==> src/rtl/instr_fetch_unit.sv <==
// Instruction fetch stage: owns the program counter, drives the instruction
// memory address, and fills the IF/ID pipeline register.
// Handles decode stalls, execute redirects (with bubble insertion) and halt
// detection. Fetch stops on an out-of-range PC or an all-zero instruction word.
// Optional build macro FETCH_PERF_EN adds saturating fetch/stall/redirect
// counters as extra outputs; without it the core behaviour is unchanged.
module instr_fetch_unit #(
  parameter logic [31:0] RESET_PC   = 32'h0000_0000,
  parameter int          IMEM_WORDS = 32,
  parameter logic [31:0] NOP_INSTR  = 32'h0000_0013
) (
  input  logic        clk,
  input  logic        reset,
  input  logic        stall,
  input  logic        branch_taken,
  input  logic [31:0] branch_target,
  output logic [31:0] imem_pc,
  input  logic [31:0] imem_instr,
  output logic [31:0] ifid_pc,
  output logic [31:0] ifid_instr,
  output logic        ifid_valid,
`ifdef FETCH_PERF_EN
  output logic [31:0] fetch_count,
  output logic [31:0] stall_count,
  output logic [15:0] redirect_count,
`endif
  output logic        halted
);

  typedef enum logic [1:0] {
    BOOT = 2'd0,
    RUN  = 2'd1,
    HALT = 2'd2
  } state_t;

  // One past the last legal fetch byte address, widened so large memories
  // cannot overflow the comparison.
  localparam logic [32:0] PC_LIMIT = 33'(IMEM_WORDS) * 33'd4;

  state_t      state;
  logic [31:0] pc_q;

  logic        pc_beyond;
  logic        zero_word;
  logic        stop_fetch;
  logic        run_edge;
  logic        load_evt;
  logic [31:0] redirect_pc;
  logic [31:0] pc_next_seq;

  assign imem_pc = pc_q;

  // Fetch-stop and event decode for the current cycle.
  always_comb begin
    pc_beyond   = ({1'b0, pc_q} >= PC_LIMIT);
    zero_word   = (imem_instr == 32'h0000_0000);
    stop_fetch  = pc_beyond || zero_word;
    run_edge    = !branch_taken && !stall && (state == RUN);
    load_evt    = run_edge && !stop_fetch;
    // Redirect targets are word aligned; stray low address bits are dropped.
    redirect_pc = branch_target & 32'hFFFF_FFFC;
    pc_next_seq = pc_q + 32'd4;
  end

  // Fetch FSM: PC, IF/ID register and halt flag all update here so that
  // every output is registered. Priority: redirect, then stall, then state.
  always_ff @(posedge clk or posedge reset) begin
    if (reset) begin
      state      <= BOOT;
      pc_q       <= RESET_PC;
      ifid_pc    <= 32'h0000_0000;
      ifid_instr <= NOP_INSTR;
      ifid_valid <= 1'b0;
      halted     <= 1'b0;
    end else if (branch_taken) begin
      // Redirect squashes whatever was being fetched and restarts fetch,
      // including out of HALT.
      state      <= RUN;
      pc_q       <= redirect_pc;
      ifid_instr <= NOP_INSTR;
      ifid_valid <= 1'b0;
      halted     <= 1'b0;
    end else if (!stall) begin
      case (state)
        BOOT: begin
          // Give the memory one cycle to present the reset-PC word.
          state <= RUN;
        end
        RUN: begin
          if (stop_fetch) begin
            state      <= HALT;
            ifid_instr <= NOP_INSTR;
            ifid_valid <= 1'b0;
            halted     <= 1'b1;
          end else begin
            ifid_pc    <= pc_q;
            ifid_instr <= imem_instr;
            ifid_valid <= 1'b1;
            pc_q       <= pc_next_seq;
          end
        end
        HALT: begin
          // Frozen until a redirect or reset.
          state <= HALT;
        end
        default: begin
          state      <= HALT;
          ifid_instr <= NOP_INSTR;
          ifid_valid <= 1'b0;
          halted     <= 1'b1;
        end
      endcase
    end
  end

`ifdef FETCH_PERF_EN
  function automatic logic [31:0] sat_inc32(input logic [31:0] v);
    return (v == 32'hFFFF_FFFF) ? v : v + 32'd1;
  endfunction

  function automatic logic [15:0] sat_inc16(input logic [15:0] v);
    return (v == 16'hFFFF) ? v : v + 16'd1;
  endfunction

  logic stall_evt;
  assign stall_evt = !branch_taken && stall && (state == RUN);

  // Saturating performance counters; they never wrap back to zero.
  always_ff @(posedge clk or posedge reset) begin
    if (reset) begin
      fetch_count    <= 32'h0000_0000;
      stall_count    <= 32'h0000_0000;
      redirect_count <= 16'h0000;
    end else begin
      if (load_evt) begin
        fetch_count <= sat_inc32(fetch_count);
      end
      if (stall_evt) begin
        stall_count <= sat_inc32(stall_count);
      end
      if (branch_taken) begin
        redirect_count <= sat_inc16(redirect_count);
      end
    end
  end
`endif

endmodule
==> config.mk <==
export PLATFORM = sky130hd
export DESIGN_NAME = instr_fetch_unit
export DESIGN_NICKNAME = d
export VERILOG_FILES = /design/src/rtl/instr_fetch_unit.sv
export SDC_FILE = /design/constraint.sdc
export NUM_CORES = 1
export LEC_CHECK = 0
export ABC_AREA = 1
export BUFFER_PORTS_ARGS = -buffer_cell sky130_fd_sc_hd__buf_2
export CORE_ASPECT_RATIO = 1.75
export CORE_MARGIN = 1.5
export CORE_UTILIZATION = 45
export CTS_BUF_LIST = sky130_fd_sc_hd__clkbuf_8
export DETAILED_ROUTE_END_ITERATION = 10
export GPL_TIMING_DRIVEN = 0
export PLACE_DENSITY = 0.75
export SKIP_CTS_REPAIR_TIMING = 1
export SYNTH_ARGS = -nofsm -noshare
export SYNTH_HDL_FRONTEND = slang
export SYNTH_SLANG_ARGS = --single-unit
==> constraint.sdc <==
create_clock -name clk -period 5.2 [get_ports clk]
set_input_delay 0.26 -clock clk [delete_from_list [all_inputs] [get_ports clk]]
set_output_delay 0.26 -clock clk [all_outputs]
set_load 0.005 [all_outputs]
---- Word level (Yosys, flattened, before mapping) ----
Index checks and enable logic that the tools add are counted.
operators by class
  $add $sub $neg .......................... 1
  magnitude comparators ................... 1
  equality and inequality tests ........... 6
  mux-type cells .......................... 20
  bitwise gates (word level) .............. 3
  reduce and logical (&&, ||, !) cells .... 10
operator list
  kind                                                                count
  2-to-1 mux 32 bit                                                   7
  one-hot mux 32 bit (2 select lines)                                 1
  adder 32 x 3 -> 32 bit, second input constant                       1
  greater-or-equal comparator 32 x 8 -> 1 bit, second input constant  1
  zero test 32 bit                                                    1
  2-to-1 mux 1 bit                                                    6
  2-to-1 mux 2 bit                                                    3
  AND reduction 3 bit                                                 2
  inequality test 2 x 1 -> 1 bit, second input constant               2
  one-hot mux 1 bit (2 select lines)                                  2
  one-hot mux 2 bit (2 select lines)                                  1
  AND reduction 2 bit                                                 2
  AND reduction 4 bit                                                 1
  inequality test 3 bit, second input constant                        1
  inverter 1 bit                                                      3
  == test 2 x 1 -> 1 bit, second input constant                       1
  == test 2 bit, second input constant                                1
  zero test 2 bit                                                     1
  inequality test 2 bit, second input constant                        1
  nonzero test 2 bit                                                  1
  OR reduction 2 bit                                                  1
  logical OR 1 bit                                                    1
storage, ports and cells
  flip-flop bits (word level) ............. 100
  output and inout bits ................... 98
  word-level logic and storage cells ...... 47

---- Longest topological paths before layout ----
Gate-level depths: netlist (run 1).
  depth in word-level cells ............... 6
  depth in mapped cells ................... 11
  mapped depth without buffers ............ 11

---- Worst setup path before layout (run 1) ----
OpenSTA, ideal clock, no wires.
  kind .................................... reg2reg
  start point ............................. register pc_q[14], in the netlist imem_pc[14]
  end point ............................... register ifid_pc[4]
  arrival time ............................ 1.306 ns
  data required time ...................... 5.083 ns
  slack ................................... 3.777 ns
  cell stages (with the launch flop) ...... 10
  path buffers ............................ 1
  path through ............................ dfrtp_1 -> nor2_1 -> nand2_1 -> nor2_1 -> nand2_1 -> nor2_2 -> nand4_4 -> buf_4 -> nand2_1 -> nand2_1
on the way
  word-level cells in the longest chain between the ends .. 4
ends and longest elaborated chain
  what                                         RTL line  RTL
  start: declaration                           41        logic [31:0] pc_q;
  start signal: assignment                     79        pc_q <= redirect_pc;
  start signal: assignment                     99        pc_q <= pc_next_seq;
  greater-or-equal comparator 32 x 8 -> 1 bit  55        pc_beyond = ({1'b0, pc_q} >= PC_LIMIT);
  logical OR 1 bit                             57        stop_fetch = pc_beyond || zero_word;
  inverter 1 bit (no line)                     -
  AND reduction 4 bit (no line)                -
  end signal: assignment                       96        ifid_pc <= pc_q;
  end: declaration                             19        output logic [31:0] ifid_pc,
No other way between the ends.
A chain may end at the register's enable or synchronous reset.

---- Final worst setup path (run 1) ----
  start point ............................. register pc_q[31], in the netlist imem_pc[31]
  end point ............................... register ifid_pc[2]
Same word-level chain as after synthesis.

==> flow_summary_export.csv, run 1 <==
group,metric,value,unit
outcome,status,"finished clean",
place,dpl.hpwl,7830,um
critical_path,arrival,1.94,ns
final_layout,antenna_cells,0,
synth,syn_inst,496,
final_layout,final_cells,796,
drt,drtIter0Drc,142,
floorplan,start_util,46.4,%
clock_network,numCtsBuffers,9,
final_layout,area_growth,29.1,%
synth,synth_flop_cell,"dfrtp_1",
synth,synth_top_area_share,55.2,%
place,placed_cells,779,
final_layout,final_util,59.9,%
sta,hold_viol,0,
place,port_buffers,159,
synth,yosysWarnings,0,
critical_path,crit_end,"ifid_pc[2]",
synth,ys_ff_latch,96,
drt,drc_errors,0,
drt,via_count,3661,
sta,skew,0.00955,ns
grt,grt_pass1_wl,16300,um
sta,relSlewSlack,66.1,%
synth,syn_avg_cell_area,8.50,um2
clock_network,clkSlewWorstSetupHoldPaths,0.09,ns
final_layout,drive_above_1_share,33.1,%
synth,synth-async-reset-ratio,100,%
critical_path,crit_path_end_kind,"register",
sta,tns,0,ns
critical_path,cp-startpoint,"imem_pc[31]",
sta,drv_slew,0,
drt,wl_per_cell,12.6,um
grt,grt.total_usage,20.5,%
drt,via_per_inst,4.60,
grt,grt_util_met3,3.89,%
place,place_area,5200,um2
pwr,p_leak,0.00330,uW
grt,globalRouteMet1Util,21.6,%
critical_path,path_class,"reg2reg",
min_path,min_path_type,"in2reg",
clock_network,cts_root_buffer,"clkbuf_8",
sta,rsz0062_at_grt,"false",
critical_path,r2r_cells,9,
synth,synth_seq_area_share,57.1,%
clock_network,cts_tree,"built",
clock_network,ctsHtreeMaxLevel,3,
critical_path,r2r-end,"ifid_pc[2]",
final_layout,nNetsFinal,741,
final_layout,stdcell_area,5440,um2
pwr,p_per_area,276,nW/um2
sta,post-route-min-period,1.69,ns
floorplan,die_y,131,um
clock_network,clk_latency,0.35,ns
synth,yosys-top-cells-area,"dfrtp_1 (55%), nand2_1 (15%), inv_1 (6.1%)",
floorplan,dieArea,9980,um2
floorplan,rows,46,
critical_path,cp-start-kind,"register",
clock_network,clock-sinks,96,
sta,hold_ws,0.102,ns
drt,first_pass_iters,4,
sta,fmax,592,MHz
synth,synth_area,4220,um2
final_layout,layout_common_cells,"nand2_1 (174), buf_2 (160), dfrtp_1 (93)",
final_layout,layout_commonest_cell,"nand2_1",
floorplan,core_region_area,9090,um2
critical_path,cp.required,5.45,ns
grt,grt_overflow,0,
floorplan,ios,166,
synth,synth.largest_area_cell,"dfrtp_1",
sta,worst_pin_slew,0.509,ns
grt,busiest_layer,"met2",
grt,grt_antenna_before_repair,0,
run,cap_violations,0,
sta,setup_violations,0,
grt,grt_pass1_vias,3658,
floorplan,die_w,76.2,um
pwr,ir_drop,0.000210,V
critical_path,crit_fanout,10,
grt,grt_max_degree,58,
drt,drtAntennaViolNets,0,
synth,synth_edf_count,0,
sta,period_share,32.5,%
synth,yosys.cell_types.count,25,
critical_path,r2r-start,"imem_pc[31]",
place,place_congestion,0.799,
critical_path,rrSetupSlack,3.51,ns
drt,wl,10100,um
clock_network,clock_path_buffers,2,
grt,grtUsageMet2,39.9,%
==> worst max-delay path: stages (launching register included) <==
cell,delay [ns]
dfrtp_1,0.44
nor2_1,0.15
nand2_1,0.07
nor2_1,0.11
nand2_1,0.09
nor2_2,0.13
nand4_4,0.22
buf_4,0.25
nand2_1,0.07
nand2_1,0.05
==> power breakdown <==
| group | switching, uW | internal, uW | total (uW) |
|---|---|---|---|
| combinational | 92.5 | 66.2 | 159 |
| clock | 250 | 296 | 546 |
| sequential | 27.4 | 771 | 798 |
==> flip-flops by register name, summed over array words and instances, names as in the netlist <==
name	cells
ifid_pc	30
ifid_valid	1
halted	1
ifid_instr	32
imem_pc	30
state	2
==> layout make-up <==
type | instances | area (um2)
plain buffers | 22 | 148
clock buffers | 11 | 151
clock inverters | 5 | 80.1
fillers | 857 | 3650
inverters | 69 | 262
multi-input cells | 312 | 1410
flip-flops and latches | 96 | 2410
well taps | 120 | 150
repair buffers | 161 | 833
==> cells in the mapped netlist (2+ instances only) <==
master / number
nor2_2: 2
clkbuf_1: 6
nand3_1: 25
a21oi_1: 4
inv_1: 68
nor2_1: 61
buf_6: 5
dfrtp_1: 93
nand4_1: 2
nand2_1: 174
o21ai_2: 26
ha_1: 2
buf_4: 7
buf_1: 3
o21ai_0: 6
dfstp_2: 3
==> per-stage QoR <==
| stage | power [uW] | setup slack [ns] |
|---|---|---|
| after CTS | 1520 | 3.47 |
| after global routing | 1580 | 3.35 |
| after detailed placement | 973 | 3.51 |
| final | 1500 | 3.51 |
| after floorplan | 895 | 2.44 |
| after global placement | 965 | 1.49 |
==> routing by layer <==
metal | vias up | share of wire (%)
li1 | 1833 | -
met1 | 1690 | 39
met2 | 122 | 54
met3 | 16 | 5.3
met4 | 0 | 1.7
met5 | - | 0
==> logic make-up (layout without fill, tap and decap cells) <==
logic type / count (synthesis) / in the layout / share of synthesized area, %
compound gates: 37 / 37 / 6.77
simple gates: 268 / 268 / 25.6
buf+inv: 91 / 268 / 9.65
fa+ha+maj: 2 / 2 / 0.594
xor+xnor: 1 / 1 / 0.208
other cells: 1 / 4 / 0.0890
flops: 96 / 96 / 57.1
==> worst min path at each step <==
stage / start / end / slack (ns) / cells past startpoint
3_5_place_dp: reset / ifid_pc[14] / 0.33 / 2
6_report: branch_target[24] / imem_pc[24] / 0.10 / 3
3_3_place_gp: ifid_pc[7] / ifid_pc[7] / 0.45 / 2
5_1_grt: branch_target[29] / imem_pc[29] / 0.09 / 3
2_1_floorplan: branch_target[30] / imem_pc[30] / 0.37 / 2
4_1_cts: reset / ifid_pc[14] / -0.07 / 2
Note: power is estimated with default switching activity, not from simulation.
==> run 2: changes to the inputs <==
--- a/config.mk
+++ b/config.mk
@@ -5,15 +5,15 @@
 export SDC_FILE = /design/constraint.sdc
 export NUM_CORES = 1
 export LEC_CHECK = 0
-export ABC_AREA = 1
+export ABC_AREA = 0
 export BUFFER_PORTS_ARGS = -buffer_cell sky130_fd_sc_hd__buf_2
 export CORE_ASPECT_RATIO = 1.75
 export CORE_MARGIN = 1.5
-export CORE_UTILIZATION = 45
+export CORE_UTILIZATION = 44
 export CTS_BUF_LIST = sky130_fd_sc_hd__clkbuf_8
 export DETAILED_ROUTE_END_ITERATION = 10
 export GPL_TIMING_DRIVEN = 0
-export PLACE_DENSITY = 0.75
+export PLACE_DENSITY = 0.78
 export SKIP_CTS_REPAIR_TIMING = 1
 export SYNTH_ARGS = -nofsm -noshare
 export SYNTH_HDL_FRONTEND = slang
==> constraint.sdc (replaced) <==
create_clock -name clk -period 1.52 [get_ports clk]
set_input_delay 0.076 -clock clk [delete_from_list [all_inputs] [get_ports clk]]
set_output_delay 0.076 -clock clk [all_outputs]
set_load 0.005 [all_outputs]
==> run 2 against run 1 <==
  * The run now ends with setup timing left
  * Power grew to 3.3 times the previous value
  * Sequential cell count stayed put
  * Final cell count is 20% lower
  * Worst setup slack worse by 4.2 ns
  * Hold slack worse by 0.067 ns
  * First-iteration DRC count is 13% lower
  * Largest cell class unchanged
  * Largest power group unchanged
==> flow_summary_export.csv, run 2 <==
group,metric,value,unit
clock_network,numCtsBuffers,9,
sta,rsz0062_at_grt,"true",
sta,hold_viol,0,
grt,grt_max_degree,46,
grt,grt_pass1_wl,14100,um
critical_path,rrSetupSlack,-0.67,ns
place,port_buffers,158,
drt,drtAntennaViolNets,0,
critical_path,crit_path_cell_trace,"or4b_4 > buf_6 > nor3_4 > o2111ai_4 > nor2_4 > buf_6 > clkbuf_16 > a22o_1",
clock_network,ctsHtreeMaxLevel,3,
final_layout,layout_commonest_cell,"buf_2",
synth,ys_ff_latch,96,
sta,worst_pin_slew,0.566,ns
synth,synth-async-reset-ratio,100,%
min_path,min_path_type,"in2reg",
critical_path,critPathBufInv,3,
place,placed_cells,555,
place,dpl.hpwl,6830,um
sta,hold_ws,0.0349,ns
pwr,p_leak,0.00297,uW
pwr,p_per_area,856,nW/um2
clock_network,cts_root_buffer,"clkbuf_8",
sta,post-route-min-period,2.19,ns
final_layout,drive_above_1_share,49.0,%
final_layout,area_growth,53.4,%
synth,synth_flop_cell,"dfrtp_1",
drt,wl,10500,um
pwr,ir_drop,0.000669,V
synth,yosys-top-cells-area,"dfrtp_1 (62%), mux2_2 (7.2%), a22o_1 (6.7%)",
critical_path,path_class,"reg2reg",
final_layout,stdcell_area,5780,um2
synth,synth_common_cells,"dfrtp_1 (93), a22o_1 (29), and2_1 (25)",
sta,finalWorstSetupSlack,-0.671,ns
synth,yosysMostFrequentCell,"dfrtp_1",
drt,drc_errors,0,
drt,via_per_inst,5.05,
drt,drtIter0Drc,124,
sta,setup_violations,72,
sta,drv_slew,0,
floorplan,ios,166,
grt,grt.total_usage,20.0,%
synth,syn_avg_cell_area,13.6,um2
grt,grt_antenna_before_repair,0,
final_layout,nNetsFinal,591,
final_layout,regArea,2410,um2
final_layout,largest_reg_flops,32,
floorplan,die_y,125,um
floorplan,die_w,73.0,um
drt,first_pass_iters,6,
critical_path,crit_fanout,5,
synth,synth_area,3770,um2
synth,yosysWarnings,0,
critical_path,critPathTopFamily,"simple AND/OR/NAND/NOR gates",
critical_path,crit_path_end_kind,"register",
sta,tns,-38.64,ns
floorplan,core_region_area,8310,um2
critical_path,arrival,2.48,ns
critical_path,cp.required,1.81,ns
synth,synth_top_area_share,61.7,%
synth,syn_inst,277,
synth,synth_seq_area_share,63.8,%
synth,synth_edf_count,0,
synth,yosys.cell_types.count,40,
clock_network,clock-sinks,96,
critical_path,cpMostUsedCell,"buf_6",
sta,fmax,457,MHz
floorplan,start_util,45.3,%
synth,synth.largest_area_cell,"dfrtp_1",
place,place_area,4770,um2
final_layout,fillers,583,
run,cap_violations,0,
final_layout,multiInputGateArea,1320,um2
floorplan,dieArea,9150,um2
final_layout,final_util,69.6,%
clock_network,clk_latency,0.36,ns
final_layout,top_register,"ifid_instr",
grt,grt_overflow,0,
sta,skew,0.00797,ns
clock_network,cts_tree,"built",
final_layout,antenna_cells,0,
floorplan,rows,44,
drt,via_count,3235,
outcome,status,"finished with violations",
grt,grt_pass1_vias,2876,
clock_network,clock_path_buffers,2,
critical_path,critPathMaxStageDelay,0.57,ns
sta,period_share,144,%
final_layout,final_cells,640,
place,place_congestion,0.748,
critical_path,cp-start-kind,"register",
final_layout,layout_common_cells,"buf_2 (158), dfrtp_1 (93), dlygate4sd3_1 (62)",
critical_path,slowest_stage,"or4b_4",
outcome,failed_checks,"setup timing",
sta,relSlewSlack,62.3,%
drt,wl_per_cell,16.4,um
clock_network,clkSlewWorstSetupHoldPaths,0.09,ns
==> run 2: changes by cell type after synthesis, sizes merged, moves of 3 or more <==
| cell | before | now |
|---|---|---|
| inv | 69 | 7 |
| o21ai | 32 | 11 |
| a22o | 0 | 29 |
| mux2 | 0 | 26 |
| nand3 | 26 | 2 |
| buf | 16 | 11 |
| nand2 | 174 | 6 |
| nor2 | 64 | 9 |
| or3 | 0 | 4 |
| and2 | 0 | 25 |
| nor4 | 0 | 14 |
| o22a | 0 | 3 |
==> run 2: area by class of cell <==
class | count | share of cell area (%)
clock inverter | 5 | 0.995
buffer | 18 | 2.27
timing repair buffer | 231 | 26.9
multi-input combinational | 158 | 22.8
tap | 115 | 2.49
inverter | 7 | 0.519
clock buffer | 10 | 2.38
sequential | 96 | 41.6
==> run 2: kinds of logic (layout without fill, tap and decap cells) <==
kind of cell	Yosys count	after routing	synth area share, %
flops	96	96	63.8
simple gates	71	71	11.7
compound gates	53	53	11.1
mux	27	27	8.23
buf+inv	26	271	4.22
fa+ha+maj	2	2	0.664
other cells	1	4	0.0995
xor+xnor	1	1	0.232
==> run 2: report_power, final <==
| part | internal [uW] | total, uW | switching (uW) |
|---|---|---|---|
| clock network | 793 | 1630 | 840 |
| logic | 337 | 608 | 271 |
| registers | 2640 | 2710 | 74.6 |
| total | 3770 | 4950 | 1190 |
==> run 2: metrics by stage <==
stage	total power [uW]	setup slack [ns]
3_3_place_gp	3200	-0.696
6_report	4950	-0.671
5_1_grt	5190	-0.756
3_5_place_dp	3230	-0.739
2_1_floorplan	2970	-0.536
4_1_cts	4860	-0.762
==> run 2: worst paths after layout <==
check / start / to / cells after the start
setup / recovery: imem_pc[26] / ifid_instr[11] / 8
hold / removal: branch_target[6] / imem_pc[6] / 4
setup reg to reg: imem_pc[26] / ifid_instr[11] / 8
hold reg to reg: ifid_pc[12] / ifid_pc[12] / 1
max in group asynchronous: reset / ifid_instr[0] / 4
min in group asynchronous: reset / ifid_instr[17] / 3
==> run 2: worst reg2reg max path, delay by kind of cell, from the launching register on <==
kind                   cells  cell delay [ns]
buffers and inverters      3             0.44
DFF                        1             0.40
and+or+nand+nor            3             0.96
AOI/OAI and AO/OA          2             0.33
==> run 2: routing by layer <==
layer	GRT usage, %	share of wire, %	vias to the layer above
met1	24.1	37	1584
li1	-	-	1479
met5	0	0	-
met4	8.44	3.0	0
met2	33.6	54	143
met3	4.43	5.1	29
